$ cat config.mk
export PLATFORM = sky130hd
export DESIGN_NAME = fetch_unit
export DESIGN_NICKNAME = d
export VERILOG_FILES = /design/src/rtl/mips_pkg.sv /design/src/rtl/if_skid_buf.sv /design/src/rtl/fetch_unit.sv
export SDC_FILE = /design/constraint.sdc
export NUM_CORES = 1
export LEC_CHECK = 0
export ABC_AREA = 1
export CAP_MARGIN = 40
export CORE_UTILIZATION = 50
export DETAILED_ROUTE_END_ITERATION = 8
export GPL_ROUTABILITY_DRIVEN = 0
export GPL_TIMING_DRIVEN = 0
export PLACE_DENSITY = 0.83
export SLEW_MARGIN = 10
export SYNTH_ARGS = -nofsm -noshare
export SYNTH_HDL_FRONTEND = slang
export SYNTH_SLANG_ARGS = --single-unit
$ cat constraint.sdc
create_clock -name clk -period 15.2 [get_ports clk]
set_input_delay 3.04 -clock clk [delete_from_list [all_inputs] [get_ports clk]]
set_output_delay 3.04 -clock clk [all_outputs]
set_load 0.01 [all_outputs]
$ cat src/rtl/mips_pkg.sv
// Shared fetch-path definitions: opcode field position, fetch FSM encoding, NOP word.
// Constants only; no latency or backpressure of its own.
package mips_pkg;

    localparam int OP_MSB = 31;
    localparam int OP_LSB = 26;

    typedef logic [1:0] fetch_state_t;

    localparam logic [1:0] ST_IDLE  = 2'd0;
    localparam logic [1:0] ST_REQ   = 2'd1;
    localparam logic [1:0] ST_DRAIN = 2'd2;

    localparam logic [31:0] NOP_WORD = 32'h0000_0000;

endpackage

$ cat src/rtl/if_skid_buf.sv
// Output register plus 1-entry hold buffer: in data appears at the output 1 edge later.
// Backpressure: a stalled live output diverts one arriving word into the hold buffer.
module if_skid_buf
    import mips_pkg::*;
(
    input  logic        clk,
    input  logic        rst,
    input  logic        in_vld_i,
    input  logic [31:0] in_dat_i,
    input  logic [31:0] in_pc_i,
    input  logic        stall_i,
    input  logic        flush_i,
    output logic [31:0] instr_o,
    output logic [31:0] pc_o,
    output logic        valid_o,
    output logic        hold_vld_o,
    output logic        to_hold_o,
    output logic        consume_o
);

    logic [31:0] out_dat_q, out_dat_d, out_pc_q, out_pc_d;
    logic [31:0] hold_dat_q, hold_dat_d, hold_pc_q, hold_pc_d;
    logic        out_vld_q, out_vld_d, hold_vld_q, hold_vld_d;
    logic        take;

    assign consume_o  = out_vld_q & ~stall_i;
    assign take       = ~out_vld_q | consume_o;
    assign to_hold_o  = in_vld_i & (~take | hold_vld_q);
    assign instr_o    = out_dat_q;
    assign pc_o       = out_pc_q;
    assign valid_o    = out_vld_q;
    assign hold_vld_o = hold_vld_q;

    always_comb begin
        out_dat_d  = out_dat_q;
        out_pc_d   = out_pc_q;
        out_vld_d  = out_vld_q;
        hold_dat_d = hold_dat_q;
        hold_pc_d  = hold_pc_q;
        hold_vld_d = hold_vld_q;
        if (flush_i) begin
            out_vld_d  = 1'b0;
            hold_vld_d = 1'b0;
        end else if (take) begin
            // The held word is older than anything arriving now, so it goes out first.
            if (hold_vld_q) begin
                out_dat_d  = hold_dat_q;
                out_pc_d   = hold_pc_q;
                out_vld_d  = 1'b1;
                hold_dat_d = in_dat_i;
                hold_pc_d  = in_pc_i;
                hold_vld_d = in_vld_i;
            end else if (in_vld_i) begin
                out_dat_d  = in_dat_i;
                out_pc_d   = in_pc_i;
                out_vld_d  = 1'b1;
            end else begin
                out_vld_d  = 1'b0;
            end
        end else if (in_vld_i) begin
            hold_dat_d = in_dat_i;
            hold_pc_d  = in_pc_i;
            hold_vld_d = 1'b1;
        end
    end

    always_ff @(posedge clk or posedge rst) begin
        if (rst) begin
            out_dat_q  <= NOP_WORD;
            out_pc_q   <= 32'h0;
            out_vld_q  <= 1'b0;
            hold_dat_q <= NOP_WORD;
            hold_pc_q  <= 32'h0;
            hold_vld_q <= 1'b0;
        end else begin
            out_dat_q  <= out_dat_d;
            out_pc_q   <= out_pc_d;
            out_vld_q  <= out_vld_d;
            hold_dat_q <= hold_dat_d;
            hold_pc_q  <= hold_pc_d;
            hold_vld_q <= hold_vld_d;
        end
    end

endmodule

$ cat src/rtl/fetch_unit.sv
// Instruction fetch FSM with redirect/drain; ack to valid is 1 edge, 1 instr/cycle sustained.
// Stall backs up into a 1-entry hold buffer, then requests pause. IF_FETCH_CNT_EN adds fetch_cnt.
module fetch_unit
    import mips_pkg::*;
#(
    parameter logic [31:0] RESET_PC = 32'h0000_0000
) (
    input  logic        clk,
    input  logic        rst,
    output logic        imem_req,
    output logic [31:0] imem_addr,
    input  logic        imem_ack,
    input  logic [31:0] imem_rdata,
    input  logic        stall,
    input  logic        redirect,
    input  logic [31:0] redirect_pc,
    output logic [31:0] instr,
    output logic [5:0]  op,
    output logic [31:0] pc_out,
    output logic        valid
`ifdef IF_FETCH_CNT_EN
   ,output logic [31:0] fetch_cnt
`endif
);

    fetch_state_t state_q, state_d;
    logic [31:0]  addr_q, addr_d, tgt_q, tgt_d;
    logic [31:0]  rpc;
    logic         in_vld, hold_vld, to_hold, consume;

    assign rpc       = redirect_pc & ~32'h3;
    assign in_vld    = (state_q == ST_REQ) & imem_ack & ~redirect;
    assign imem_req  = (state_q == ST_REQ) | (state_q == ST_DRAIN);
    assign imem_addr = addr_q;
    assign op        = instr[OP_MSB:OP_LSB];

    if_skid_buf u_skid (
        .clk        (clk),
        .rst        (rst),
        .in_vld_i   (in_vld),
        .in_dat_i   (imem_rdata),
        .in_pc_i    (addr_q),
        .stall_i    (stall),
        .flush_i    (redirect),
        .instr_o    (instr),
        .pc_o       (pc_out),
        .valid_o    (valid),
        .hold_vld_o (hold_vld),
        .to_hold_o  (to_hold),
        .consume_o  (consume)
    );

    always_comb begin
        state_d = state_q;
        addr_d  = addr_q;
        tgt_d   = tgt_q;
        case (state_q)
            ST_IDLE: begin
                if (redirect) begin
                    addr_d  = rpc;
                    state_d = ST_REQ;
                end else if (!hold_vld || consume) begin
                    state_d = ST_REQ;
                end
            end
            ST_REQ: begin
                if (redirect) begin
                    // Address must stay put while the old request is still open.
                    if (imem_ack) begin
                        addr_d  = rpc;
                    end else begin
                        tgt_d   = rpc;
                        state_d = ST_DRAIN;
                    end
                end else if (imem_ack) begin
                    addr_d = addr_q + 32'd4;
                    if (to_hold) state_d = ST_IDLE;
                end
            end
            ST_DRAIN: begin
                if (redirect) begin
                    if (imem_ack) begin
                        addr_d  = rpc;
                        state_d = ST_REQ;
                    end else begin
                        tgt_d   = rpc;
                    end
                end else if (imem_ack) begin
                    addr_d  = tgt_q;
                    state_d = ST_REQ;
                end
            end
            default: state_d = ST_IDLE;
        endcase
    end

    always_ff @(posedge clk or posedge rst) begin
        if (rst) begin
            state_q <= ST_IDLE;
            addr_q  <= RESET_PC;
            tgt_q   <= 32'h0;
        end else begin
            state_q <= state_d;
            addr_q  <= addr_d;
            tgt_q   <= tgt_d;
        end
    end

`ifdef IF_FETCH_CNT_EN
    logic [31:0] cnt_q;
    always_ff @(posedge clk or posedge rst) begin
        if (rst) cnt_q <= 32'h0;
        else if (consume) cnt_q <= cnt_q + 32'd1;
    end
    assign fetch_cnt = cnt_q;
`endif

endmodule

==> results.py, run 1 <==
metrics = {
    "global_routing": {
        "overflow": 0,
        "antenna_found_initial": 0,
        "grt_start_max_net_pins": 101,
        "grtUsageTotal": 0.294,
        "grt_pass1_wl_mm": 46.3,
        "grt_pass1_vias": 9119,
    },
    "floorplanning": {
        "die_w_um": 143,
        "rows": 51,
        "start_util": 0.511,
        "dieArea_um2": 20500,
        "fp.dieH_um": 143,
        "ioPinCount": 173,
        "core-area_um2": 19500,
    },
    "sta": {
        "hold_viol": 0,
        "slew_violations": 0,
        "finClkSkew_ns": 0.0111,
        "fin_crit_sh": 0.319,
        "worst_slack_ns": 10.35,
        "finalSetupTns_ns": 0,
        "relSlewSlack": 0.566,
        "rsz0062_at_grt": "no",
        "max_freq_mhz": 206,
        "final.min_clock_period_ns": 4.85,
        "finalSetupViolations": 0,
        "worstMarginPinSlew_ns": 0.651,
        "worst_hold_slack_ns": 0.484,
    },
    "synth": {
        "netlist.area_leader.share": 0.487,
        "ys_ff_latch": 194,
        "synthTopCellsByArea": "dfrtp_1, nand2_1, o21ai_0",
        "synth_most_common_cell": "nand2_1",
        "synth_commonest_cells": "nand2_1, dfrtp_1, nor2_1",
        "synth_largest_area_cell": "dfrtp_1",
        "synth-main-ff-cell": "dfrtp_1",
        "syn_area_per_cell_um2": 7.77,
        "syn_nets": 1358,
        "syn-instance-count": 1284,
        "synth-edff-count": 0,
        "synth.yosys.seq_area_share": 0.487,
        "syn_area_um2": 9980,
        "synth.distinct_cells": 35,
        "synth_warnings": 0,
        "async_flop_share": 1.00,
    },
    "finish": {
        "antenna_cells": 0,
        "syn2layout_area_growth_pct": 26.9,
        "drive_above_1_share": 0.0923,
        "final_nets": 1547,
        "instances_no_fill": 1750,
    },
    "power": {
        "p_leak_uw": 0.00577,
        "p_per_area_nw_per_um2": 212,
        "finalPower_uw": 2680,
        "peakVddDrop_mv": 0.0899,
    },
    "critical_path": {
        "required_ns": 12.16,
        "cp-start-kind": "flip-flop",
        "cp_max_fo": 4,
        "crit_path_end_kind": "output port",
        "arrival_ns": 1.81,
        "crit_type": "flip-flop to output port",
    },
    "cts": {
        "cts_root_buffer": "clkbuf_16",
        "cts_buffer_depth": 2,
        "cts_hold_buf": 0,
        "cts.sinks": 194,
        "clock_latency_ns": 0.44,
        "cts.repair.resized": 0,
        "cts_tree": "built",
        "post_cts_buffers": 0,
        "clk_pin_slew_ns": 0.08,
        "h-tree-depth": 4,
        "cts_buffers": 17,
    },
    "detailed_routing": {
        "postRouteAntennaNets": 0,
        "wl_per_cell_um": 16.6,
        "route.detailed.drc": 0,
        "drt-pass1-iter-count": 6,
        "num_vias": 9697,
        "dr.first_iter.drc_count": 1068,
        "wl_mm": 29.0,
        "via_per_inst": 5.54,
    },
    "run": {
        "max_cap_viol_count": 0,
    },
    "place": {
        "placed_cells": 1719,
        "io_buffers": 169,
        "dp_worst_setup_slack_ns": 10.19,
        "hpwl_mm": 21.3,
    },
    "min_path": {
        "min_path_type": "flip-flop to flip-flop",
    },
    "status": {
        "status": "finished, final reports clean",
    },
}
stage by stage:
step / utilization / instance area (um2)
6_report: 0.648 / 12700
2_1_floorplan: - / 9980
3_5_place_dp: 0.616 / 12000
4_1_cts: 0.648 / 12700
3_3_place_gp: 0.615 / 12000
5_1_grt: 0.648 / 12700
cells by family after synthesis:
group | synth area share
and+or+nand+nor | 0.249
AOI/OAI and AO/OA | 0.146
DFF | 0.487
buffers and inverters | 0.0763
muxes | 0.0361
adders and majority gates | 0.00627
placed cells by master (no fill, tap or decap), types with 5 or more instances in the layout:
cell type / count
nand2_1: 443
dfrtp_1: 194
clkdlybuf4s50_1: 169
nor2_1: 119
o21ai_0: 106
inv_1: 84
a31oi_1: 64
a21oi_1: 61
nand3_1: 36
mux2_2: 32
buf_2: 29
clkbuf_1: 29
buf_4: 18
clkbuf_16: 17
o21ai_1: 12
nor2_4: 7
nor2_2: 6
o22ai_1: 5
ha_1: 5
critical path, stage by stage (launching register included):
cell and delay (ns):
dfrtp_1 0.40, inv_1 0.08, ha_1 0.33, clkdlybuf4s50_1 0.56
report_power, final:
group | internal, uW | switching (uW) | leakage (uW) | total (uW)
logic | 556 | 663 | 0.00315 | 1220
clock network | 281 | 203 | 0.000299 | 484
registers | 770 | 207 | 0.00233 | 977
total | 1610 | 1070 | 0.00577 | 2680
metal layers:
| metal | part of all wire | up-vias | track usage |
|---|---|---|---|
| met3 | 0.087 | 67 | 0.0520 |
| met5 | 0 | - | 0 |
| met2 | 0.47 | 555 | 0.471 |
| li1 | - | 4569 | - |
| met1 | 0.42 | 4506 | 0.387 |
| met4 | 0.028 | 0 | 0.136 |
worst paths after layout:
check                                start       endpoint  slack (ns)  depth (start not counted)
worst max-delay path            state_q[0]       imem_req       10.35                          3
worst max register to register  state_q[1]     state_q[0]       12.95                          9
worst min register to register    tgt_q[4]       tgt_q[4]        0.48                          2
worst min-delay path              tgt_q[4]       tgt_q[4]        0.48                          2
min in group asynchronous              rst   imem_addr[0]        3.12                          2
max in group asynchronous              rst  imem_addr[30]       11.15                          3
flip-flops by register name, indices dropped and copies added (netlist names):
name,count
u_skid.pc_o,32
u_skid.valid_o,1
u_skid.hold_vld_o,1
tgt_q,30
imem_addr,32
u_skid.hold_pc_q,32
u_skid.hold_dat_q,32
state_q,2
u_skid.instr_o,32
layout make-up:
class / count / area [um2]
Timing Repair Buffer: 170 / 1720
Inverter: 89 / 342
Fill cell: 1685 / 6870
Multi-Input combinational cell: 923 / 4360
Tap cell: 265 / 332
Clock inverter: 11 / 178
Clock buffer: 20 / 447
Sequential cell: 194 / 4850
Buffer: 78 / 427
No activity file was read; power rests on OpenSTA's default activity.
==> run 2: changes to the inputs <==
CORE_UTILIZATION = 48   (was 50)
clock period = 4.23 ns   (was 15.2 ns; I/O delays follow)
==> results.py, run 2 (synthesis gave the netlist of run 1 again) <==
metrics = {
    "sta": {
        "hold_viol": 0,
        "max_freq_mhz": 380,
        "worstMarginPinSlew_ns": 0.577,
        "rsz0062_at_grt": "no",
        "worst_hold_slack_ns": 0.485,
        "slew_violations": 0,
        "relSlewSlack": 0.615,
        "fin_crit_sh": 0.623,
        "worst_slack_ns": 1.60,
        "final.min_clock_period_ns": 2.63,
        "finClkSkew_ns": 0.00850,
        "finalSetupViolations": 0,
    },
    "place": {
        "placed_area_um2": 12100,
        "placed_cells": 1729,
        "io_buffers": 169,
        "dp_worst_setup_slack_ns": 1.43,
        "hpwl_mm": 21.9,
    },
    "detailed_routing": {
        "postRouteAntennaNets": 0,
        "wl_per_cell_um": 16.6,
        "drt-pass1-iter-count": 6,
        "route.detailed.drc": 0,
        "via_per_inst": 5.53,
        "dr.first_iter.drc_count": 991,
        "num_vias": 9736,
        "wl_mm": 29.2,
    },
    "cts": {
        "cts.sinks": 194,
        "cts_buffer_depth": 2,
        "clock_latency_ns": 0.43,
        "cts_root_buffer": "clkbuf_16",
        "cts_buffers": 17,
        "h-tree-depth": 4,
        "cts.repair.resized": 0,
        "cts_tree": "built",
        "post_cts_buffers": 0,
        "clk_pin_slew_ns": 0.07,
        "cts_hold_buf": 0,
    },
    "critical_path": {
        "r2r_cells": 9,
        "arrival_ns": 1.79,
        "crit_type": "flip-flop to output port",
        "cp_max_fo": 4,
        "required_ns": 3.38,
        "cp-start-kind": "flip-flop",
        "r2r-end": "imem_addr[19]",
        "crit-reg2reg-launch": "state_q[0]",
        "rrSetupSlack_ns": 1.97,
        "crit_path_end_kind": "output port",
    },
    "power": {
        "p_leak_uw": 0.00580,
        "peakVddDrop_mv": 0.319,
        "p_per_area_nw_per_um2": 752,
        "finalPower_uw": 9570,
    },
    "finish": {
        "fill_cells": 1753,
        "mostFrequentLayoutCells": "nand2_1, dfrtp_1, clkdlybuf4s50_1",
        "instances_no_fill": 1760,
        "final_common_cell": "nand2_1",
        "design_area_um2": 12700,
        "antenna_cells": 0,
        "syn2layout_area_growth_pct": 27.6,
        "drive_above_1_share": 0.0940,
        "final_nets": 1552,
    },
    "min_path": {
        "min_to": "u_skid.hold_pc_q[17]",
        "hp-start": "u_skid.hold_pc_q[17]",
        "min_path_type": "flip-flop to flip-flop",
        "hold_path_depth": 2,
    },
    "floorplanning": {
        "fp.dieH_um": 146,
        "dieArea_um2": 21400,
        "rows": 52,
        "die_w_um": 146,
        "ioPinCount": 173,
        "core-area_um2": 20300,
        "start_util": 0.491,
    },
    "run": {
        "max_cap_viol_count": 0,
    },
    "global_routing": {
        "grt_pass1_wl_mm": 47.4,
        "grtUsageTotal": 0.279,
        "top_usage_layer": "met2",
        "grt_pass1_vias": 9211,
        "met2_usage": 0.452,
        "grt_use_met3": 0.0331,
        "overflow": 0,
        "grt_start_max_net_pins": 39,
        "antenna_found_initial": 0,
        "grt.met1_usage": 0.377,
    },
    "status": {
        "status": "finished, final reports clean",
    },
}
[run 2: worst max-delay path by stage]
| stage | start | end | cells after the start | slack (ns) |
|---|---|---|---|---|
| floorplan | rst | imem_addr[0] | 1 | 0.88 |
| global placement | rst | imem_addr[25] | 2 | -0.58 |
| detailed placement | imem_ack | u_skid.hold_pc_q[6] | 7 | 1.43 |
| CTS | state_q[0] | imem_req | 3 | 1.57 |
| global route | state_q[0] | imem_req | 3 | 1.50 |
| finish | state_q[0] | imem_req | 3 | 1.60 |
[run 2: through the flow]
| step | setup TNS, ns | util |
|---|---|---|
| after floorplan | 0 | - |
| after global placement | -108.55 | 0.592 |
| after detailed placement | 0 | 0.598 |
| after CTS | 0 | 0.627 |
| after global routing | 0 | 0.627 |
| final | 0 | 0.627 |
[run 2: critical path, cell delays in order, from the launching register on]
cell	delay (ns)
dfrtp_1	0.39
inv_1	0.08
ha_1	0.33
clkdlybuf4s50_1	0.55
[run 2: power by group]
group	total, uW	switching (uW)	internal [uW]
registers	3500	736	2770
clock network	1670	692	981
logic	4400	2390	2010
[run 2: final cells by class]
cell class	instances	area (um2)	share of cell area
Buffer	78	427	0.0335
Clock buffer	24	482	0.0378
Clock inverter	7	123	0.00963
Inverter	89	338	0.0265
Multi-Input combinational cell	923	4360	0.342
Sequential cell	194	4850	0.381
Tap cell	270	338	0.0265
Timing Repair Buffer	175	1810	0.142
[run 2: layer usage]
| metal | part of all wire | wire length [um] |
|---|---|---|
| met1 | 0.42 | 12100 |
| met2 | 0.47 | 13800 |
| met3 | 0.079 | 2310 |
| met4 | 0.034 | 979 |
| met5 | 0 | 0 |
==> run 3: changes to the inputs <==
clock period = 2.27 ns   (was 4.23 ns; I/O delays follow)
==> results.py, run 3 (synthesis gave the netlist of run 1 again) <==
metrics = {
    "power": {
        "p_int_uw": 10700,
        "clkPwrFrac": 0.175,
        "power_frac_comb": 0.459,
        "seqPwrFrac": 0.366,
        "p_switching_uw": 7130,
        "finalPower_uw": 17900,
        "p_leak_uw": 0.00582,
        "p_sw_frac": 0.399,
        "p_per_area_nw_per_um2": 1400,
        "peakVddDrop_mv": 0.599,
    },
    "cts": {
        "clk_pin_slew_ns": 0.07,
        "cts_root_buffer": "clkbuf_16",
        "cts.sinks": 194,
        "cts_buffers": 17,
        "post_cts_buffers": 0,
        "cts_hold_buf": 0,
        "clock_latency_ns": 0.44,
        "cts_tree": "built",
        "cts.repair.resized": 0,
        "h-tree-depth": 4,
        "cts_buffer_depth": 2,
    },
    "min_path": {
        "min_path_type": "input port to flip-flop",
        "hold_path_depth": 2,
    },
    "finish": {
        "multiInputGateArea_um2": 4360,
        "seq_area_um2": 4850,
        "instances_no_fill": 1760,
        "drive_above_1_share": 0.0953,
        "mostFrequentLayoutCells": "nand2_1, dfrtp_1, clkdlybuf4s50_1",
        "syn2layout_area_growth_pct": 27.8,
        "antenna_cells": 0,
        "final_common_cell": "nand2_1",
        "fill_cells": 1752,
        "final_nets": 1552,
    },
    "global_routing": {
        "grt_pass1_wl_mm": 47.4,
        "grt_pass1_vias": 9211,
        "grtUsageTotal": 0.279,
        "antenna_found_initial": 0,
        "overflow": 0,
        "grt_start_max_net_pins": 39,
    },
    "sta": {
        "rsz0062_at_grt": "no",
        "finalSetupViolations": 0,
        "slew_violations": 0,
        "relSlewSlack": 0.591,
        "fin_crit_sh": 0.960,
        "finalSetupTns_ns": 0,
        "finClkSkew_ns": 0.00954,
        "max_freq_mhz": 459,
        "worst_slack_ns": 0.0898,
        "worstMarginPinSlew_ns": 0.614,
        "final.min_clock_period_ns": 2.18,
        "hold_viol": 0,
    },
    "status": {
        "status": "finished, final reports clean",
    },
    "detailed_routing": {
        "postRouteAntennaNets": 0,
        "via_per_inst": 5.53,
        "wl_mm": 29.2,
        "dr.first_iter.drc_count": 1072,
        "drt-pass1-iter-count": 6,
        "num_vias": 9729,
        "route.detailed.drc": 0,
        "wl_per_cell_um": 16.6,
    },
    "floorplanning": {
        "core-area_um2": 20300,
        "fp.dieH_um": 146,
        "die_w_um": 146,
        "rows": 52,
        "ioPinCount": 173,
        "start_util": 0.491,
        "dieArea_um2": 21400,
    },
    "critical_path": {
        "cpLargestDelayFamily": "simple AND/OR/NAND/NOR gates",
        "required_ns": 2.60,
        "max_stage_delay_ns": 0.40,
        "arrival_ns": 2.51,
        "worst_path_max_delay_cell": "dfrtp_1",
        "cp.buffers_inverters": 3,
        "crit_cells": 9,
        "r2r_cells": 9,
        "crit_path_end_kind": "flip-flop",
        "cp-start-kind": "flip-flop",
        "cp_max_fo": 10,
        "crit_chain": "inv_1 > ha_1 > buf_4 > inv_2 > nor2_1 > nand3_1 > nand2_1 > o2111ai_1 > o31ai_1",
        "crit_type": "flip-flop to flip-flop",
    },
    "place": {
        "hpwl_mm": 21.9,
        "dp_worst_setup_slack_ns": -0.137,
        "io_buffers": 169,
        "placed_cells": 1729,
    },
    "run": {
        "max_cap_viol_count": 0,
    },
}
run 3: cell count changes in the layout (fill, tap and decap cells not counted), sizes merged:
cell / previous run / this run
clkdlybuf4s50: 169 / 168
buf: 55 / 54
dlymetal6s2s: 0 / 1
clkbuf: 52 / 53
run 3: worst paths after layout:
check	from	to	slack, ns
max	state_q[1]	state_q[0]	0.09
min	redirect	u_skid.hold_vld_o	0.32
max reg2reg	state_q[1]	state_q[0]	0.09
min reg2reg	u_skid.hold_pc_q[17]	u_skid.hold_pc_q[17]	0.49
max in group asynchronous	rst	imem_addr[18]	0.81
min in group asynchronous	rst	u_skid.instr_o[29]	0.33
run 3: routing by layer:
metal / GRT usage / routed length [um] / up-vias
met4: 0.128 / 995 / 0
met2: 0.452 / 13700 / 511
met5: 0 / 0 / -
li1: - / - / 4561
met3: 0.0331 / 2260 / 84
met1: 0.377 / 12200 / 4573
run 3: worst register-to-register path, delay by kind of cell, from the launching register on:
family | cells | cell delay, ns
buffers and inverters | 3 | 0.41
AND/OR/NAND/NOR | 3 | 0.64
adder cells (fa/ha/maj) | 1 | 0.15
AO/OA/AOI/OAI | 2 | 0.47
flip-flops | 1 | 0.40
run 3: layout make-up:
type	instances	area share
flip-flops and latches	194	0.381
plain buffers	78	0.0344
clock buffers	24	0.0378
inverters	89	0.0265
multi-input cells	923	0.342
clock inverters	7	0.00962
well taps	270	0.0265
repair buffers	175	0.142
run 3: per-stage QoR:
step / instance area, um2 / util / hold slack [ns]
final: 12700 / 0.628 / 0.323
after global routing: 12700 / 0.628 / 0.329
after CTS: 12700 / 0.627 / 0.313
after detailed placement: 12100 / 0.598 / 0.474
after global placement: 12000 / 0.592 / 0.459
after floorplan: 9980 / - / 0.442
run 3: power groups by stage:
stage / Combinational (uW) / Sequential, uW / Clock [uW]
2_1_floorplan: 4390 / 6580 / 0
3_3_place_gp: 7810 / 6480 / 0
3_5_place_dp: 8090 / 6540 / 0
4_1_cts: 8140 / 6480 / 3140
5_1_grt: 9040 / 6730 / 3270
6_report: 8210 / 6530 / 3120
